`src/rtl/palindrome_pkg.sv`:
```
// Shared constants and types for the serial palindrome detector.
package palindrome_pkg;

  localparam int WIN_LEN = 3;
  localparam int FILL_W  = 2;

  typedef enum logic [FILL_W-1:0] {
    EMPTY = 2'd0,
    ONE   = 2'd1,
    TWO   = 2'd2,
    FULL  = 2'd3
  } fill_e;

  // True when the window reads the same from both ends.
  // The middle bit of an odd-length window always compares with itself.
  function automatic logic is_palindrome(input logic [WIN_LEN-1:0] w);
    logic same;
    same = 1'b1;
    for (int i = 0; i < WIN_LEN; i++) begin
      if (w[i] != w[WIN_LEN-1-i]) same = 1'b0;
    end
    return same;
  endfunction

endpackage

```
`src/rtl/palindrome_3b_bit_window.sv`:
```
// Serial shift window with a saturating fill tracker.
// window[0] holds the newest bit; full rises once WIN_LEN bits are captured.
module bit_window
  import palindrome_pkg::*;
(
  input  logic               clk,
  input  logic               reset,
  input  logic               din,
  output logic [WIN_LEN-1:0] window,
  output logic               full
);

  fill_e fill;
  fill_e fill_next;

  // Fill state register.
  always_ff @(posedge clk) begin
    if (reset) fill <= EMPTY;
    else       fill <= fill_next;
  end

  // Fill progression: one step per captured bit, holding at FULL.
  always_comb begin
    fill_next = fill;
    case (fill)
      EMPTY:   fill_next = ONE;
      ONE:     fill_next = TWO;
      TWO:     fill_next = FULL;
      FULL:    fill_next = FULL;
      default: fill_next = EMPTY;
    endcase
  end

  // Shift the new bit in at the low end; reset clears stale history.
  always_ff @(posedge clk) begin
    if (reset) window <= '0;
    else       window <= {window[WIN_LEN-2:0], din};
  end

  assign full = (fill == FULL);

endmodule

```
`src/rtl/palindrome_3b.sv`:
```
// Serial 3-bit palindrome detector: flags when the newest captured bit
// matches the one captured two edges earlier. Output decodes registers only.
module palindrome_3b
  import palindrome_pkg::*;
(
  input  logic clk,
  input  logic reset,
  input  logic x_i,
  output logic palindrome_o
);

  logic [WIN_LEN-1:0] window;
  logic               full;

  bit_window u_window (
    .clk    (clk),
    .reset  (reset),
    .din    (x_i),
    .window (window),
    .full   (full)
  );

  // A verdict is only meaningful once the window holds three real bits.
  assign palindrome_o = full && is_palindrome(window);

endmodule

```
`config.mk`:
```
export PLATFORM = sky130hd
export DESIGN_NAME = palindrome_3b
export DESIGN_NICKNAME = d
export VERILOG_FILES = /design/src/rtl/palindrome_pkg.sv /design/src/rtl/palindrome_3b_bit_window.sv /design/src/rtl/palindrome_3b.sv
export SDC_FILE = /design/constraint.sdc
export NUM_CORES = 1
export LEC_CHECK = 0
export ABC_AREA = 1
export CAP_MARGIN = 10
export CORE_AREA = 5 5 42 44
export CTS_CLUSTER_SIZE = 40
export DETAILED_ROUTE_END_ITERATION = 8
export DIE_AREA = 0 0 47 49
export PLACE_DENSITY = 0.33
export SLEW_MARGIN = 10
export SYNTH_ARGS = -nofsm -noshare
export SYNTH_HDL_FRONTEND = slang
export SYNTH_SLANG_ARGS = --single-unit
```
`constraint.sdc`:
```
create_clock -name clk -period 2.35 [get_ports clk]
set_clock_uncertainty 0.2 [all_clocks]
set_input_delay 0.47 -clock clk [delete_from_list [all_inputs] [get_ports clk]]
set_output_delay 0.47 -clock clk [all_outputs]
set_load 0.02 [all_outputs]
```
After elaboration in Yosys (flattened, before gate mapping)
Cells that the tools add are included.
Cells by class
  add/subtract/negate cells: 0
  multipliers: 0
  div/mod/pow operators: 0
  $lt $le $gt $ge: 0
  equality and inequality tests: 5
  shift-type cells: 0
  multiplexer cells: 3
  bitwise logic cells: 0
  reduce and logical (&&, ||, !) cells: 3
Operators with widths (number)
  case mux 2 bit (3 select lines): 1
  == test 2 bit, second input constant: 2
  == test 2 x 1 -> 1 bit, second input constant: 1
  logical NOT 2 bit: 1
  two-way mux 1 bit: 2
  != test 1 bit: 2
  OR reduction 2 bit: 1
  logical AND 1 bit: 1
Storage, ports and cells
  flip-flop bits (word level): 5
  latch bits: 0
  memory bits (writable): 0
  bits in read-only memories: 0
  output and inout bits: 1
  word-level logic and storage cells: 13
  memories kept: 0

Logic depth before layout (Yosys ltp)
  depth in word-level cells: 4
  depth in mapped cells: 4
  depth with buffers taken out: 4

Hierarchy
From an unflattened synthesis, not the netlist that was laid out.
Second synthesis, totals
  cell total of the unflattened synthesis: 22
  area, all modules: 171.4 um2
Modules (own cells, without submodules)
  bit_window: times used 1, cells an instance 17, area each 152.6 um2, seq. area each 100.1 um2
  palindrome_3b: times used 1, cells an instance 5, area each 18.8 um2, seq. area each 0.0 um2

Worst setup path before layout
Ideal clock, no wire load.
  kind: register to output
  start: register u_window.fill[0]
  end: output palindrome_o
  data arrival time: 0.652 ns
  required time: 1.680 ns
  slack: 1.028 ns
  stages on the path, launching flop included: 5
  path through: dfxtp_1 nand2_1 inv_1 nand2_1 nor2_2
Between the ends
  word-level cells in the longest chain between the ends: 2
Ends and longest elaborated chain
  start, declared: RTL line palindrome_3b_bit_window.sv:13  | fill_e fill;
  start signal, assigned: RTL line palindrome_3b_bit_window.sv:19  | else fill <= fill_next;
  == test 2 bit: RTL line palindrome_3b_bit_window.sv:40  | assign full = (fill == FULL);
  logical AND 1 bit: RTL line palindrome_3b.sv:24  | assign palindrome_o = full && is_palindrome(window);
  end, declared: RTL line palindrome_3b.sv:9  | output logic palindrome_o
Every way passes these cells.

Final worst setup path
  start: register u_window.fill[1]
  end: output palindrome_o
Same word-level chain as after synthesis.

==> flow_metrics.py <==
metrics = {
    "synth": {
        "syn_inst": 21,
        "synth-seq-cells": 5,
        "synth_cell_type_count": 6,
        "avgSynthCellArea_um2": 7.81,
        "synth_nets": 24,
        "ys_warn_count": 0,
        "synth.yosys.seq_area_share_pct": 61.1,
        "syn_area_um2": 164,
    },
    "floorplan": {
        "coreArea_mm2": 0.00140,
        "core.rowCount": 14,
        "initial_core_util_pct": 11.7,
        "fp.dieW_um": 47,
        "die_area_mm2": 0.00230,
        "die_y_um": 49,
        "num_io_pins": 4,
    },
    "worst_setup_path": {
        "crit_start": "u_window.fill[1]$_SDFF_PP0_",
        "cp_slowest_cell": "clkdlybuf4s50_1",
        "worstSetupStartpointType": "register",
        "crit_top_cell": "nand2_1",
        "rr_startpoint": "u_window.fill[1]$_SDFF_PP0_",
        "worst_ep_arrival_time_ns": 1.41,
        "critPathBufInv": 2,
        "worst-r2r-setup-slack_ns": 1.56,
        "path_class": "register to primary output",
        "required_ns": 1.68,
        "crit_path_max_fanout": 3,
        "slowest_delay_ns": 0.60,
        "endpoint_kind": "primary output",
        "crit_chain": "nand2_1 -> inv_1 -> nand2_1 -> nor2_2 -> clkdlybuf4s50_1",
        "cpLargestDelayFamily": "buffers and inverters",
    },
    "final_layout": {
        "antenna_cells": 0,
        "syn_to_final_growth_pct": 46.6,
        "fin_nets": 32,
        "drive_gt1_share_pct": 14.3,
    },
    "detailed_routing": {
        "vias_per_cell": 3.05,
        "dr.pass1.iters": 2,
        "drc": 0,
        "wl_per_cell_um": 5.66,
        "ant_nets": 0,
        "vias": 134,
        "first_iter_violations": 1,
        "drt-total-wl_um": 249,
    },
    "sta": {
        "fmax_mhz": 481,
        "slew_violations": 0,
        "final.min_clock_period_ns": 2.08,
        "hold_viol": 0,
        "timing.hold.ws_ns": 0.199,
        "fin_tns_setup_ns": 0,
        "rsz0062_at_grt": "false",
        "period_share_pct": 88.4,
        "finalSetupViolCount": 0,
        "slew_headroom_pct": 85.8,
        "worst_pin_slew_ns": 0.213,
    },
    "cts": {
        "htreeDepth": 1,
        "clk_pin_slew_worst_paths_ns": 0.04,
        "cts_tree": "built",
        "ctsHoldBuffers": 0,
        "clockBufferDepth": 2,
        "cts_sinks": 5,
        "cts_setup_buffers": 0,
        "cts-buffers-inserted": 3,
        "cts.repair.resized": 0,
        "clock_latency_ns": 0.24,
        "cts_root_buf": "clkbuf_4",
    },
    "placement": {
        "place_hpwl_um": 186,
        "place_congestion": 0.646,
        "io_buffer_count": 3,
    },
    "pwr": {
        "p_sw_mw": 0.0430,
        "swShare_pct": 21.0,
        "leakagePower_nw": 0.110,
        "pwr-share-seq_pct": 45.4,
        "total_power_mw": 0.205,
        "power_frac_comb_pct": 6.9,
        "power-per-cell-area_mw_per_mm2": 851,
        "ir_worst_vdd_uv": 203,
        "p_int_mw": 0.162,
        "pwr-share-clk_pct": 47.7,
    },
    "worst_hold_path": {
        "hold_class": "register to register",
        "hold_start": "u_window.window[1]$_SDFF_PP0_",
    },
    "global_route": {
        "busiest_layer": "met4",
        "grt.total_usage_pct": 3.45,
        "grt_max_degree": 6,
        "globalRouteMet2Util_pct": 4.52,
        "grt_use_met3_pct": 1.11,
        "antenna_found_initial": 0,
        "grt_pass1_wl_um": 510,
        "grt_overflow": 0,
        "grtUsageMet1_pct": 3.07,
        "grt_pass1_vias": 142,
    },
    "status": {
        "status": "completed",
    },
    "flow_run": {
        "drv_cap": 0,
    },
}
-- metrics by stage --
stage	instances	utilization, %	setup WS (ns)	instance area [um^2]
global route	44	17.1	0.163	240
floorplan	21	-	1.03	164
CTS	44	17.1	0.238	240
detailed placement	40	15.3	0.512	214
finish	44	17.1	0.271	240
global placement	40	15.3	0.516	214
-- layout by cell type, fill, tap and decap left out --
master and instances:
a21oi_1 1, clkbuf_1 1, clkbuf_4 3, clkdlybuf4s50_1 3, dfxtp_1 5, inv_1 5
nand2_1 3, nor2_1 6, nor2_2 1
-- tightest hold or removal path: cells and delay by family (launching register included) --
family	cells	cell delay, ns
buffers and inverters	1	0.04
and+or+nand+nor	1	0.03
DFF	1	0.29
-- synth_stat cells --
master   n  area (um^2)
nor2_1   6         22.5
nor2_2   1         6.26
a21oi_1  1         5.00
nand2_1  3         11.3
dfxtp_1  5          100
inv_1    5         18.8
-- flip-flops by register name, indices dropped and copies added (netlist names) --
register	count
u_window.window	3
u_window.fill	2
-- area by class of cell --
cell class	count	area (um^2)
Timing Repair Buffer	3	30.0
Tap cell	16	20.0
Clock buffer	4	26.3
Sequential cell	5	100
Inverter	5	18.8
Fill cell	169	1160
Multi-Input combinational cell	11	45.0
-- path summary, 6_finish.rpt --
path,to,depth (start not counted)
max,palindrome_o,5
max reg2reg,u_window.fill[1]$_SDFF_PP0_,2
min reg2reg,u_window.window[2]$_SDFF_PP0_,2
min,u_window.window[2]$_SDFF_PP0_,2
-- power by group through the flow --
stage	Combinational (mW)	Clock (mW)	Sequential, mW
floorplan	0.00757	0	0.0938
global placement	0.0139	0	0.0940
detailed placement	0.0143	0	0.0942
CTS	0.0145	0.105	0.0928
global route	0.0169	0.110	0.0935
finish	0.0142	0.0976	0.0928
-- kinds of logic (layout without fill, tap and decap cells) --
logic type | count (synthesis) | in the layout | share of synthesized area (%)
and+or+nand+nor | 10 | 10 | 24.4
AOI/OAI and AO/OA | 1 | 1 | 3.05
DFF | 5 | 5 | 61.1
buffers and inverters | 5 | 12 | 11.5
-- layer usage --
metal  part of all wire (%)  vias up
met5                      0        -
met4                      0        0
met3                    6.8        0
met2                     55        3
met1                     37       58
li1                       -       73
Power figures use the tool's default switching activity.
